==> config.mk <==
export PLATFORM = sky130hd
export DESIGN_NAME = hazard_unit_flat
export DESIGN_NICKNAME = d
export VERILOG_FILES = /design/src/rtl/hazard_pkg.sv /design/src/rtl/hazard_unit_if.sv /design/src/rtl/hazard_fwd_sel.sv /design/src/rtl/hazard_unit.sv /design/src/flat_wrapper.sv
export SDC_FILE = /design/constraint.sdc
export NUM_CORES = 1
export LEC_CHECK = 0
export CAP_MARGIN = 15
export CORE_MARGIN = 4
export CORE_UTILIZATION = 35
export CTS_CLUSTER_SIZE = 24
export DETAILED_ROUTE_END_ITERATION = 8
export HOLD_SLACK_MARGIN = 0.02
export SYNTH_ARGS = -nofsm -noshare
export SYNTH_HDL_FRONTEND = slang
export SYNTH_SLANG_ARGS = --single-unit
export TNS_END_PERCENT = 50
==> constraint.sdc <==
create_clock -name clk -period 3.8 [get_ports clk]
set_input_delay 0.38 -clock clk [delete_from_list [all_inputs] [get_ports clk]]
set_output_delay 0.38 -clock clk [all_outputs]
set_load 0.01 [all_outputs]
==> src/rtl/hazard_pkg.sv <==
// Shared types and constants for the hazard controller: forward encodings,
// memory-wait FSM states and the register-index match helper.
package hazard_pkg;

    localparam int unsigned REG_W = 5;

    localparam logic [1:0] FWD_RF  = 2'b00;
    localparam logic [1:0] FWD_WB  = 2'b01;
    localparam logic [1:0] FWD_MEM = 2'b10;

    typedef enum logic [1:0] {RUN, WAIT, ERR} memState_e;

    // $0 is hardwired to zero, so it never creates a dependency.
    function automatic logic regMatch(input logic [REG_W-1:0] a, input logic [REG_W-1:0] b);
        return (a != '0) && (a == b);
    endfunction

endpackage

==> src/rtl/hazard_unit_if.sv <==
// Datapath <-> hazard unit bundle: decode-stage fields and the memory handshake
// in, stall/flush/forward controls and the watchdog flag out.
interface hazard_unit_if;
    import hazard_pkg::*;

    logic [REG_W-1:0] rsD;
    logic [REG_W-1:0] rtD;
    logic [REG_W-1:0] rdD;
    logic             regdstD;
    logic             regwriteD;
    logic             memtoregD;
    logic             memwriteD;
    logic             branchD;
    logic             dmem_ready;

    logic             stallF;
    logic             stallD;
    logic             stallE;
    logic             stallM;
    logic             flushE;
    logic             flushW;
    logic             forwardAD;
    logic             forwardBD;
    logic [1:0]       forwardAE;
    logic [1:0]       forwardBE;
    logic             mem_timeout;

    modport master (
        output rsD, rtD, rdD, regdstD, regwriteD, memtoregD, memwriteD, branchD, dmem_ready,
        input  stallF, stallD, stallE, stallM, flushE, flushW,
        input  forwardAD, forwardBD, forwardAE, forwardBE, mem_timeout
    );

    modport slave (
        input  rsD, rtD, rdD, regdstD, regwriteD, memtoregD, memwriteD, branchD, dmem_ready,
        output stallF, stallD, stallE, stallM, flushE, flushW,
        output forwardAD, forwardBD, forwardAE, forwardBE, mem_timeout
    );

endinterface

==> src/rtl/hazard_fwd_sel.sv <==
// ALU operand forward selector for one E-stage source register; M beats W
// because it holds the younger result.
module hazard_fwd_sel
    import hazard_pkg::*;
(
    input  logic [REG_W-1:0] srcE,
    input  logic [REG_W-1:0] writeregM,
    input  logic             regwriteM,
    input  logic [REG_W-1:0] writeregW,
    input  logic             regwriteW,
    output logic [1:0]       forward
);

    always_comb begin
        forward = FWD_RF;
        if (regwriteM && regMatch(srcE, writeregM)) begin
            forward = FWD_MEM;
        end else if (regwriteW && regMatch(srcE, writeregW)) begin
            forward = FWD_WB;
        end
    end

endmodule

==> src/rtl/hazard_unit.sv <==
// Hazard controller for the 5-stage MIPS pipe: forwarding, load-use/branch stalls
// and a dmem wait-state freeze with a sticky watchdog. Define HAZARD_STATS_EN for stall_cycles.
module hazard_unit
    import hazard_pkg::*;
#(
    parameter int unsigned WAIT_TIMEOUT = 64,
    parameter int unsigned CNT_W        = 8
) (
    input  logic        clk,
    input  logic        reset,
    hazard_unit_if.slave hz
`ifdef HAZARD_STATS_EN
    ,
    output logic [31:0] stall_cycles
`endif
);

    logic [REG_W-1:0] writeregD;
    logic [REG_W-1:0] rsE, rtE, writeregE, writeregM, writeregW;
    logic             regwriteE, memtoregE, memwriteE;
    logic             regwriteM, memtoregM, memwriteM;
    logic             regwriteW;

    memState_e        state;
    logic [CNT_W-1:0] waitCnt;
    logic             memTimeout;

    logic lwstall, branchstall, hazStall, memMiss, freeze;
    logic stallF, stallD, stallE, stallM, flushE, flushW;

    assign writeregD = hz.regdstD ? hz.rdD : hz.rtD;

    assign lwstall = memtoregE && (regMatch(hz.rsD, rtE) || regMatch(hz.rtD, rtE));
    assign branchstall = hz.branchD &&
        ((regwriteE && (regMatch(hz.rsD, writeregE) || regMatch(hz.rtD, writeregE))) ||
         (memtoregM && (regMatch(hz.rsD, writeregM) || regMatch(hz.rtD, writeregM))));
    assign hazStall = lwstall || branchstall;

    assign memMiss = (memtoregM || memwriteM) && !hz.dmem_ready;
    assign freeze  = (state == ERR) || memMiss;

    // A memory freeze holds E and M in place and drains W; D-stage hazards wait.
    always_comb begin
        stallF = 1'b0;
        stallD = 1'b0;
        stallE = 1'b0;
        stallM = 1'b0;
        flushE = 1'b0;
        flushW = 1'b0;
        if (freeze) begin
            stallF = 1'b1;
            stallD = 1'b1;
            stallE = 1'b1;
            stallM = 1'b1;
            flushW = 1'b1;
        end else begin
            stallF = hazStall;
            stallD = hazStall;
            flushE = hazStall;
        end
    end

    assign hz.stallF      = stallF;
    assign hz.stallD      = stallD;
    assign hz.stallE      = stallE;
    assign hz.stallM      = stallM;
    assign hz.flushE      = flushE;
    assign hz.flushW      = flushW;
    assign hz.mem_timeout = memTimeout;
    assign hz.forwardAD   = regwriteM && regMatch(hz.rsD, writeregM);
    assign hz.forwardBD   = regwriteM && regMatch(hz.rtD, writeregM);

    hazard_fwd_sel u_fwdA (
        .srcE      (rsE),
        .writeregM (writeregM),
        .regwriteM (regwriteM),
        .writeregW (writeregW),
        .regwriteW (regwriteW),
        .forward   (hz.forwardAE)
    );

    hazard_fwd_sel u_fwdB (
        .srcE      (rtE),
        .writeregM (writeregM),
        .regwriteM (regwriteM),
        .writeregW (writeregW),
        .regwriteW (regwriteW),
        .forward   (hz.forwardBE)
    );

    always_ff @(posedge clk) begin
        if (reset) begin
            rsE <= '0; rtE <= '0; writeregE <= '0;
            regwriteE <= 1'b0; memtoregE <= 1'b0; memwriteE <= 1'b0;
            writeregM <= '0; regwriteM <= 1'b0; memtoregM <= 1'b0; memwriteM <= 1'b0;
            writeregW <= '0; regwriteW <= 1'b0;
        end else begin
            if (!stallE) begin
                rsE       <= flushE ? '0   : hz.rsD;
                rtE       <= flushE ? '0   : hz.rtD;
                writeregE <= flushE ? '0   : writeregD;
                regwriteE <= flushE ? 1'b0 : hz.regwriteD;
                memtoregE <= flushE ? 1'b0 : hz.memtoregD;
                memwriteE <= flushE ? 1'b0 : hz.memwriteD;
            end
            if (!stallM) begin
                writeregM <= writeregE;
                regwriteM <= regwriteE;
                memtoregM <= memtoregE;
                memwriteM <= memwriteE;
            end
            writeregW <= flushW ? '0   : writeregM;
            regwriteW <= flushW ? 1'b0 : regwriteM;
        end
    end

    // Wait counter includes the RUN->WAIT miss cycle, so ERR follows WAIT_TIMEOUT misses.
    always_ff @(posedge clk) begin
        if (reset) begin
            state      <= RUN;
            waitCnt    <= '0;
            memTimeout <= 1'b0;
        end else begin
            unique case (state)
                RUN: begin
                    waitCnt <= '0;
                    if (memMiss) begin
                        state   <= WAIT;
                        waitCnt <= CNT_W'(1);
                    end
                end
                WAIT: begin
                    if (hz.dmem_ready) begin
                        state   <= RUN;
                        waitCnt <= '0;
                    end else begin
                        waitCnt <= waitCnt + CNT_W'(1);
                        if (waitCnt >= CNT_W'(WAIT_TIMEOUT - 1)) begin
                            state      <= ERR;
                            memTimeout <= 1'b1;
                        end
                    end
                end
                ERR: state <= ERR;
                default: state <= RUN;
            endcase
        end
    end

`ifdef HAZARD_STATS_EN
    always_ff @(posedge clk) begin
        if (reset) begin
            stall_cycles <= '0;
        end else if (stallF && (stall_cycles != '1)) begin
            stall_cycles <= stall_cycles + 32'd1;
        end
    end
`endif

endmodule

==> src/flat_wrapper.sv <==
// flat-port wrapper written by rule: the top's interface ports become plain ports
module hazard_unit_flat import hazard_pkg::*;
#(
    parameter int unsigned WAIT_TIMEOUT = 64,
    parameter int unsigned CNT_W        = 8
)
  (clk, reset, hz_rsD, hz_rtD, hz_rdD, hz_regdstD, hz_regwriteD, hz_memtoregD, hz_memwriteD, hz_branchD, hz_dmem_ready, hz_stallF, hz_stallD, hz_stallE, hz_stallM, hz_flushE, hz_flushW, hz_forwardAD, hz_forwardBD, hz_forwardAE, hz_forwardBE, hz_mem_timeout);
  hazard_unit_if hz_i ();
  input  logic clk;
  input  logic reset;
  input wire logic [$bits(hz_i.rsD)-1:0] hz_rsD;
  input wire logic [$bits(hz_i.rtD)-1:0] hz_rtD;
  input wire logic [$bits(hz_i.rdD)-1:0] hz_rdD;
  input wire logic [$bits(hz_i.regdstD)-1:0] hz_regdstD;
  input wire logic [$bits(hz_i.regwriteD)-1:0] hz_regwriteD;
  input wire logic [$bits(hz_i.memtoregD)-1:0] hz_memtoregD;
  input wire logic [$bits(hz_i.memwriteD)-1:0] hz_memwriteD;
  input wire logic [$bits(hz_i.branchD)-1:0] hz_branchD;
  input wire logic [$bits(hz_i.dmem_ready)-1:0] hz_dmem_ready;
  output wire logic [$bits(hz_i.stallF)-1:0] hz_stallF;
  output wire logic [$bits(hz_i.stallD)-1:0] hz_stallD;
  output wire logic [$bits(hz_i.stallE)-1:0] hz_stallE;
  output wire logic [$bits(hz_i.stallM)-1:0] hz_stallM;
  output wire logic [$bits(hz_i.flushE)-1:0] hz_flushE;
  output wire logic [$bits(hz_i.flushW)-1:0] hz_flushW;
  output wire logic [$bits(hz_i.forwardAD)-1:0] hz_forwardAD;
  output wire logic [$bits(hz_i.forwardBD)-1:0] hz_forwardBD;
  output wire logic [$bits(hz_i.forwardAE)-1:0] hz_forwardAE;
  output wire logic [$bits(hz_i.forwardBE)-1:0] hz_forwardBE;
  output wire logic [$bits(hz_i.mem_timeout)-1:0] hz_mem_timeout;
  assign hz_i.rsD = hz_rsD;
  assign hz_i.rtD = hz_rtD;
  assign hz_i.rdD = hz_rdD;
  assign hz_i.regdstD = hz_regdstD;
  assign hz_i.regwriteD = hz_regwriteD;
  assign hz_i.memtoregD = hz_memtoregD;
  assign hz_i.memwriteD = hz_memwriteD;
  assign hz_i.branchD = hz_branchD;
  assign hz_i.dmem_ready = hz_dmem_ready;
  assign hz_stallF = hz_i.stallF;
  assign hz_stallD = hz_i.stallD;
  assign hz_stallE = hz_i.stallE;
  assign hz_stallM = hz_i.stallM;
  assign hz_flushE = hz_i.flushE;
  assign hz_flushW = hz_i.flushW;
  assign hz_forwardAD = hz_i.forwardAD;
  assign hz_forwardBD = hz_i.forwardBD;
  assign hz_forwardAE = hz_i.forwardAE;
  assign hz_forwardBE = hz_i.forwardBE;
  assign hz_mem_timeout = hz_i.mem_timeout;
  hazard_unit #(.WAIT_TIMEOUT(WAIT_TIMEOUT), .CNT_W(CNT_W)) u_core (.clk(clk), .reset(reset), .hz(hz_i));
endmodule
==> results of run 1 <==
area by class of cell:
| type | count | area share (%) |
|---|---|---|
| Clock inverter | 3 | 0.798 |
| Clock buffer | 5 | 2.19 |
| Tap cell | 99 | 3.95 |
| Sequential cell | 43 | 27.5 |
| Inverter | 2 | 0.239 |
| Multi-Input combinational cell | 230 | 53.0 |
| Timing Repair Buffer | 40 | 12.4 |
worst max-delay path by stage:
stage | from | to | slack [ps] | cells past startpoint
after global routing | hz_rsD[3] | hz_stallD | 330 | 7
final | hz_rsD[3] | hz_stallD | 510 | 7
after global placement | hz_rsD[2] | hz_stallD | 610 | 7
after CTS | hz_rsD[3] | hz_stallD | 540 | 7
after floorplan | hz_rtD[3] | hz_stallF | 1390 | 7
after detailed placement | hz_rsD[3] | hz_stallD | 550 | 7
metal layers:
layer  wire length (µm)  global-route usage, %  vias to the layer above
met5                  0                      0                        -
met4                 29                   3.32                        0
met3                543                   2.89                        2
met2               3090                   25.1                       66
met1               3370                   24.4                     1076
li1                   -                      -                     1119
power groups by stage:
stage / clock (W) / sequential [W] / combinational, W
2_1_floorplan: 0 / 0.000503 / 0.000163
3_3_place_gp: 0 / 0.000536 / 0.000200
3_5_place_dp: 0 / 0.000535 / 0.000201
4_1_cts: 0.000311 / 0.000524 / 0.000202
5_1_grt: 0.000334 / 0.000529 / 0.000222
6_report: 0.000303 / 0.000526 / 0.000201
cell families (layout without fill, tap and decap cells):
family                   after synthesis  after routing  synth area share, %
XOR/XNOR                              50             50                 16.2
flip-flops                            43             43                 31.8
AO/OA/AOI/OAI                         52             52                 16.4
buffers and inverters                 38             50                 6.71
adder cells (fa/ha/maj)                1              1                0.463
multiplexers                           6              6                 2.22
AND/OR/NAND/NOR                      121            121                 26.1
through the flow:
| stage | utilization (%) | instance area [µm²] | worst slack [ps] | total power, W | cells |
|---|---|---|---|---|---|
| 2_1_floorplan | - | 2700 | 1390 | 0.000666 | 311 |
| 3_3_place_gp | 41.3 | 3040 | 608 | 0.000736 | 414 |
| 3_5_place_dp | 41.3 | 3040 | 550 | 0.000736 | 414 |
| 4_1_cts | 42.5 | 3140 | 542 | 0.00104 | 422 |
| 5_1_grt | 42.5 | 3140 | 332 | 0.00109 | 422 |
| 6_report | 42.5 | 3140 | 509 | 0.00103 | 422 |
worst register-to-register path, stage by stage, from the launching register on:
cell,delay [ps]
dfxtp_1,590
xnor2_1,180
nand3_1,90
nor4_1,410
o21a_1,710
o41ai_2,180
synth_stat cells:
master,instances
buf_1,2
o21ai_1,1
and3_1,4
xnor2_1,34
o211a_4,1
buf_2,1
or4_4,1
nand2b_1,2
nand2_1,21
a21oi_1,17
a22oi_1,2
or3_1,1
o41ai_2,10
a41o_1,5
nand3b_1,29
o21ai_0,6
nand4_1,5
nor3_1,6
o211ai_1,2
o211a_1,1
dfxtp_1,43
mux2i_1,6
clkbuf_1,26
nor4_1,11
inv_1,2
ha_1,1
a31oi_1,2
or4_1,3
o21a_1,2
nor3b_1,5
buf_4,4
xor2_1,16
nor2_2,1
nor2_4,1
o41ai_1,3
nand3_1,7
buf_6,3
nor2_1,15
and2_1,9
state kept, by name (all words and copies together), names as in the netlist:
| signal | flops |
|---|---|
| u_core.memtoregE | 1 |
| u_core.writeregW | 5 |
| u_core.rsE | 5 |
| u_core.memwriteE | 1 |
| u_core.rtE | 5 |
| u_core.state | 2 |
| u_core.writeregM | 5 |
| u_core.regwriteE | 1 |
| u_core.writeregE | 5 |
| u_core.regwriteW | 1 |
| u_core.regwriteM | 1 |
| u_core.memwriteM | 1 |
| u_core.memtoregM | 1 |
| u_core.hz.mem_timeout | 1 |
| u_core.waitCnt | 8 |
placed cells by master, fill, tap and decap left out, types with 2 or more instances in the layout:
master / n
dfxtp_1: 43
clkdlybuf4s50_1: 35
xnor2_1: 34
nand3b_1: 29
nand2_1: 21
a21oi_1: 17
xor2_1: 16
nor2_1: 15
nor4_1: 11
o41ai_2: 10
and2_1: 9
nand3_1: 7
nor3_1: 6
o21ai_0: 6
mux2i_1: 6
nand4_1: 5
nor3b_1: 5
a41o_1: 5
clkbuf_8: 5
buf_4: 5
and3_1: 4
or4_1: 3
o41ai_1: 3
nand2b_1: 2
o21a_1: 2
inv_1: 2
o211ai_1: 2
a31oi_1: 2
a22oi_1: 2
clkinv_4: 2
==> flow_summary_export.csv, run 1 <==
group,metric,value,unit
setup_path,critPathKind,"input port to output port",
floorplan,die-area,9200,µm²
synth,ys_seq_area_share,31.8,%
placement,gp_congestion,0.935,
synth,synth_area_leaders,"dfxtp_1 (32%), xnor2_1 (11%), nand3b_1 (8.1%)",
detailed_routing,routed-via-count,2263,
global_route,grt_usage,16.5,%
sta,skew,7.49,ps
synth,syn_area,2700,µm²
sta,holdWs,463,ps
finish,drive_gt1_share,8.36,%
setup_path,critPathTopFamily,"buffers and inverters",
synth,synth.avg_cell_area,8.69,µm²
setup_path,r2r_setup_slack,1510,ps
power_and_ir_drop,p_leak,1.16,nW
worst_hold_path,hold_depth,2,
detailed_routing,viasPerCell,5.36,
placement,io_buffers,35,
synth,ys_ff_latch,43,
cts,cts_tree,"done",
global_route,grt_max_degree,30,
synth,synth.top_cell.area_share,31.8,%
global_route,grt_pass1_wl,11.8,mm
flow_run,cap_violations,0,
detailed_routing,drc,0,
setup_path,critPathBufInv,2,
cts,cts_buffers,5,
setup_path,reg2reg_depth,5,
synth,yosysWarnings,0,
setup_path,max_stage_delay,570,ps
finish,final_nets,346,
global_route,antenna_found_initial,0,
sta,finalSetupTns,0,ps
cts,clk_latency,300,ps
setup_path,arrival,2910,ps
sta,setup_violations,0,
setup_path,path_cells,"clkdlybuf4s50_1 > or4_1 > nor2_2 > nor4_1 > o21ai_1 > nand4_1 > clkdlybuf4s50_1",
power_and_ir_drop,combPwrFrac,19.5,%
synth,syn_inst,311,
setup_path,timing.rr.end,"u_core.memwriteE",
power_and_ir_drop,power_density,328,nW/µm²
floorplan,core_area,7370,µm²
cts,cts_setup_buffers,0,
power_and_ir_drop,p_switching,0.000313,W
synth,syn-num-nets,335,
worst_hold_path,hp-class,"register to register",
synth,synth_top_area_cell,"dfxtp_1",
synth,yosysUniqueCellTypes,39,
detailed_routing,drt.antenna.violating_nets,0,
worst_hold_path,whs_endpoint,"u_core.hz.mem_timeout",
setup_path,r2r_start,"u_core.rtE[4]",
cts,ctsResizeCount,0,
setup_path,cp_max_fo,7,
cts,cts_hold_buf,0,
sta,worst_slew_pin_slew,756,ps
finish,syn_to_final_growth,16.0,%
power_and_ir_drop,p_sw_share,30.4,%
cts,clock_path_buffers,2,
detailed_routing,first_pass_iters,4,
detailed_routing,drt-initial-drc-count,192,
detailed_routing,totalWireLength,7.03,mm
floorplan,die_y,95.9,µm
setup_path,crit_path_start_kind,"input port",
sta,min_period_over_period,86.6,%
power_and_ir_drop,clkPwrFrac,29.5,%
cts,h-tree-depth,2,
floorplan,die_width,95.9,µm
sta,post-route-min-period,3290,ps
setup_path,critPathMostFrequentCell,"clkdlybuf4s50_1",
finish,n_antenna_cell,0,
sta,timing.fmax,0.304,GHz
sta,relSlewSlack,49.6,%
power_and_ir_drop,intPower,0.000716,W
floorplan,row_count,31,
floorplan,io_pins,36,
sta,hold_viol_final,0,
global_route,grt_overflow_total,0,
detailed_routing,wire_per_inst,16.7,µm
setup_path,crit_path_end_kind,"output port",
cts,clkSinkCount,43,
global_route,grt_pass1_vias,2257,
finish,regArea,861,µm²
sta,rsz0062_at_grt,"false",
power_and_ir_drop,seq_power_share,51.1,%
finish,multiInputGateArea,1660,µm²
setup_path,worstPathRequired,3420,ps
power_and_ir_drop,ir_drop,153,µV
cts,root_buffer,"clkbuf_8",
run_status,outcome,"finished, final reports clean",
setup_path,cp_slowest_cell,"or4_1",
sta,drv_slew,0,
worst_hold_path,hp-start,"u_core.hz.mem_timeout",
placement,dp_hpwl,5.19,mm
cts,cts.clk_slew.worst_paths,90,ps
finish,nFillCells,745,
floorplan,start_util,36.7,%
Power figures use the tool's default switching activity.
==> run 2, diff against run 1 <==
--- a/config.mk
+++ b/config.mk
@@ -6,11 +6,10 @@
 export NUM_CORES = 1
 export LEC_CHECK = 0
 export CAP_MARGIN = 15
-export CORE_MARGIN = 4
 export CORE_UTILIZATION = 35
 export CTS_CLUSTER_SIZE = 24
 export DETAILED_ROUTE_END_ITERATION = 8
-export HOLD_SLACK_MARGIN = 0.02
+export HOLD_SLACK_MARGIN = 0.1
 export SYNTH_ARGS = -nofsm -noshare
 export SYNTH_HDL_FRONTEND = slang
 export SYNTH_SLANG_ARGS = --single-unit
==> constraint.sdc (replaced) <==
create_clock -name clk -period 3.8 [get_ports clk]
set_input_delay 0.76 -clock clk [delete_from_list [all_inputs] [get_ports clk]]
set_output_delay 0.76 -clock clk [all_outputs]
set_load 0.01 [all_outputs]
==> flow_summary_export.csv, run 2 (synthesized netlist as in run 1, its figures left out) <==
group,metric,value,unit
cts,clk_latency,300,ps
detailed_routing,routed-via-count,2312,
worst_hold_path,hp-start,"u_core.memwriteM",
setup_path,worstPathRequired,3040,ps
floorplan,die-area,8080,µm²
detailed_routing,drt.antenna.violating_nets,0,
sta,post-route-min-period,3690,ps
sta,skew,5.76,ps
setup_path,arrival,2930,ps
sta,holdWs,459,ps
cts,cts_tree,"done",
floorplan,row_count,31,
sta,hold_viol_final,0,
sta,drv_slew,0,
setup_path,r2r_setup_slack,1650,ps
finish,n_antenna_cell,0,
cts,h-tree-depth,2,
power_and_ir_drop,p_leak,1.29,nW
worst_hold_path,hp-class,"register to register",
detailed_routing,drt-initial-drc-count,136,
run_status,outcome,"finished, final reports clean",
cts,root_buffer,"clkbuf_8",
detailed_routing,first_pass_iters,4,
floorplan,die_width,89.9,µm
global_route,antenna_found_initial,0,
worst_hold_path,whs_endpoint,"u_core.memwriteM",
detailed_routing,totalWireLength,7.09,mm
floorplan,core_area,7370,µm²
finish,drive_gt1_share,13.6,%
setup_path,critPathKind,"input port to output port",
setup_path,cp_max_fo,5,
cts,clkSinkCount,43,
placement,gp_congestion,0.824,
global_route,grt_pass1_wl,11.4,mm
finish,final_common_cell,"dfxtp_1",
global_route,grt_max_degree,30,
global_route,grt_usage,17.6,%
detailed_routing,drc,0,
finish,syn_to_final_growth,22.4,%
flow_run,cap_violations,0,
global_route,grt_pass1_vias,2157,
placement,io_buffers,35,
sta,timing.fmax,0.271,GHz
power_and_ir_drop,power,0.00111,W
setup_path,r2r_start,"u_core.writeregM[0]",
floorplan,start_util,36.7,%
floorplan,io_pins,36,
worst_hold_path,hold_depth,2,
setup_path,timing.rr.end,"u_core.rtE[0]",
detailed_routing,wire_per_inst,16.2,µm
sta,worst_slew_pin_slew,797,ps
sta,setup_violations,0,
floorplan,die_y,89.9,µm
power_and_ir_drop,ir_drop,228,µV
cts,cts.clk_slew.worst_paths,90,ps
placement,dp_hpwl,5.14,mm
setup_path,crit_path_start_kind,"input port",
global_route,grt_overflow_total,0,
sta,relSlewSlack,46.7,%
finish,largest_register_ff_count,8,
sta,finalSetupTns,0,ps
finish,regMostFlops,"u_core.waitCnt",
finish,fin_cells,437,
cts,cts_buffers,5,
setup_path,reg2reg_depth,6,
power_and_ir_drop,power_density,335,nW/µm²
finish,post-route-util,44.9,%
placement,dp.cells,428,
cts,clock_path_buffers,2,
detailed_routing,viasPerCell,5.29,
finish,final_nets,361,
finish,mostFrequentLayoutCells,"dfxtp_1 (43), xnor2_1 (34), clkdlybuf4s50_1 (32)",
setup_path,crit_path_end_kind,"output port",
sta,min_period_over_period,97.0,%
-- run 2: cell types whose count changed in the layout (fill, tap and decap cells not counted), moves of 3 or more --
cell             change
dlymetal6s2s_1       +3
nor4_1               -4
nor4_2               +4
clkdlybuf4s50_1      -3
buf_4               +15
-- run 2: worst max-delay path by stage --
stage | start | to
final | hz_rsD[0] | hz_flushE
after global routing | hz_rtD[0] | hz_flushE
after CTS | hz_rsD[1] | hz_flushE
after detailed placement | hz_rtD[1] | hz_stallF
after global placement | hz_rsD[4] | hz_flushE
after floorplan | hz_rtD[3] | hz_stallF
-- run 2: power breakdown --
group          switching (W)  internal (W)
Clock               0.000170      0.000199
Combinational      0.0000982      0.000117
Sequential         0.0000474      0.000476
-- run 2: repair_timing --
| item | CTS | global route |
|---|---|---|
| gates resized for setup | 0 | 8 |
| setup buffers | 0 | 1 |
| hold buffers | 0 | 0 |
| endpoints found under the setup margin | 0 | 3 |
-- run 2: metrics by stage --
stage                     area [µm²]  worst slack (ps)
after floorplan                 2700               633
after global placement          3150              47.9
after detailed placement        3150              62.8
after CTS                       3260              37.8
after global routing            3310             -19.7
final                           3310               114
-- run 2: worst max-delay path, stage by stage --
cell	delay, ps
clkdlybuf4s50_1	590
or4_1	190
nor2_4	50
nor4_2	370
o211ai_1	200
a31oi_1	200
clkdlybuf4s50_1	560
-- run 2: routing by layer --
metal  track usage (%)  vias to the layer above  part of all wire (%)
met3              3.38                        8                   2.9
met2              26.9                       31                    44
met5                 0                        -                     0
li1                  -                     1151                     -
met4              4.03                        0                   1.1
met1              25.6                     1122                    52
-- run 2: cell type report --
class,count,area (µm²)
fillers,721,4060
multi-input cells,230,1690
flip-flops and latches,43,861
repair buffers,55,508
well taps,99,124
clock buffers,5,68.8
clock inverters,3,47.5
inverters,2,7.51
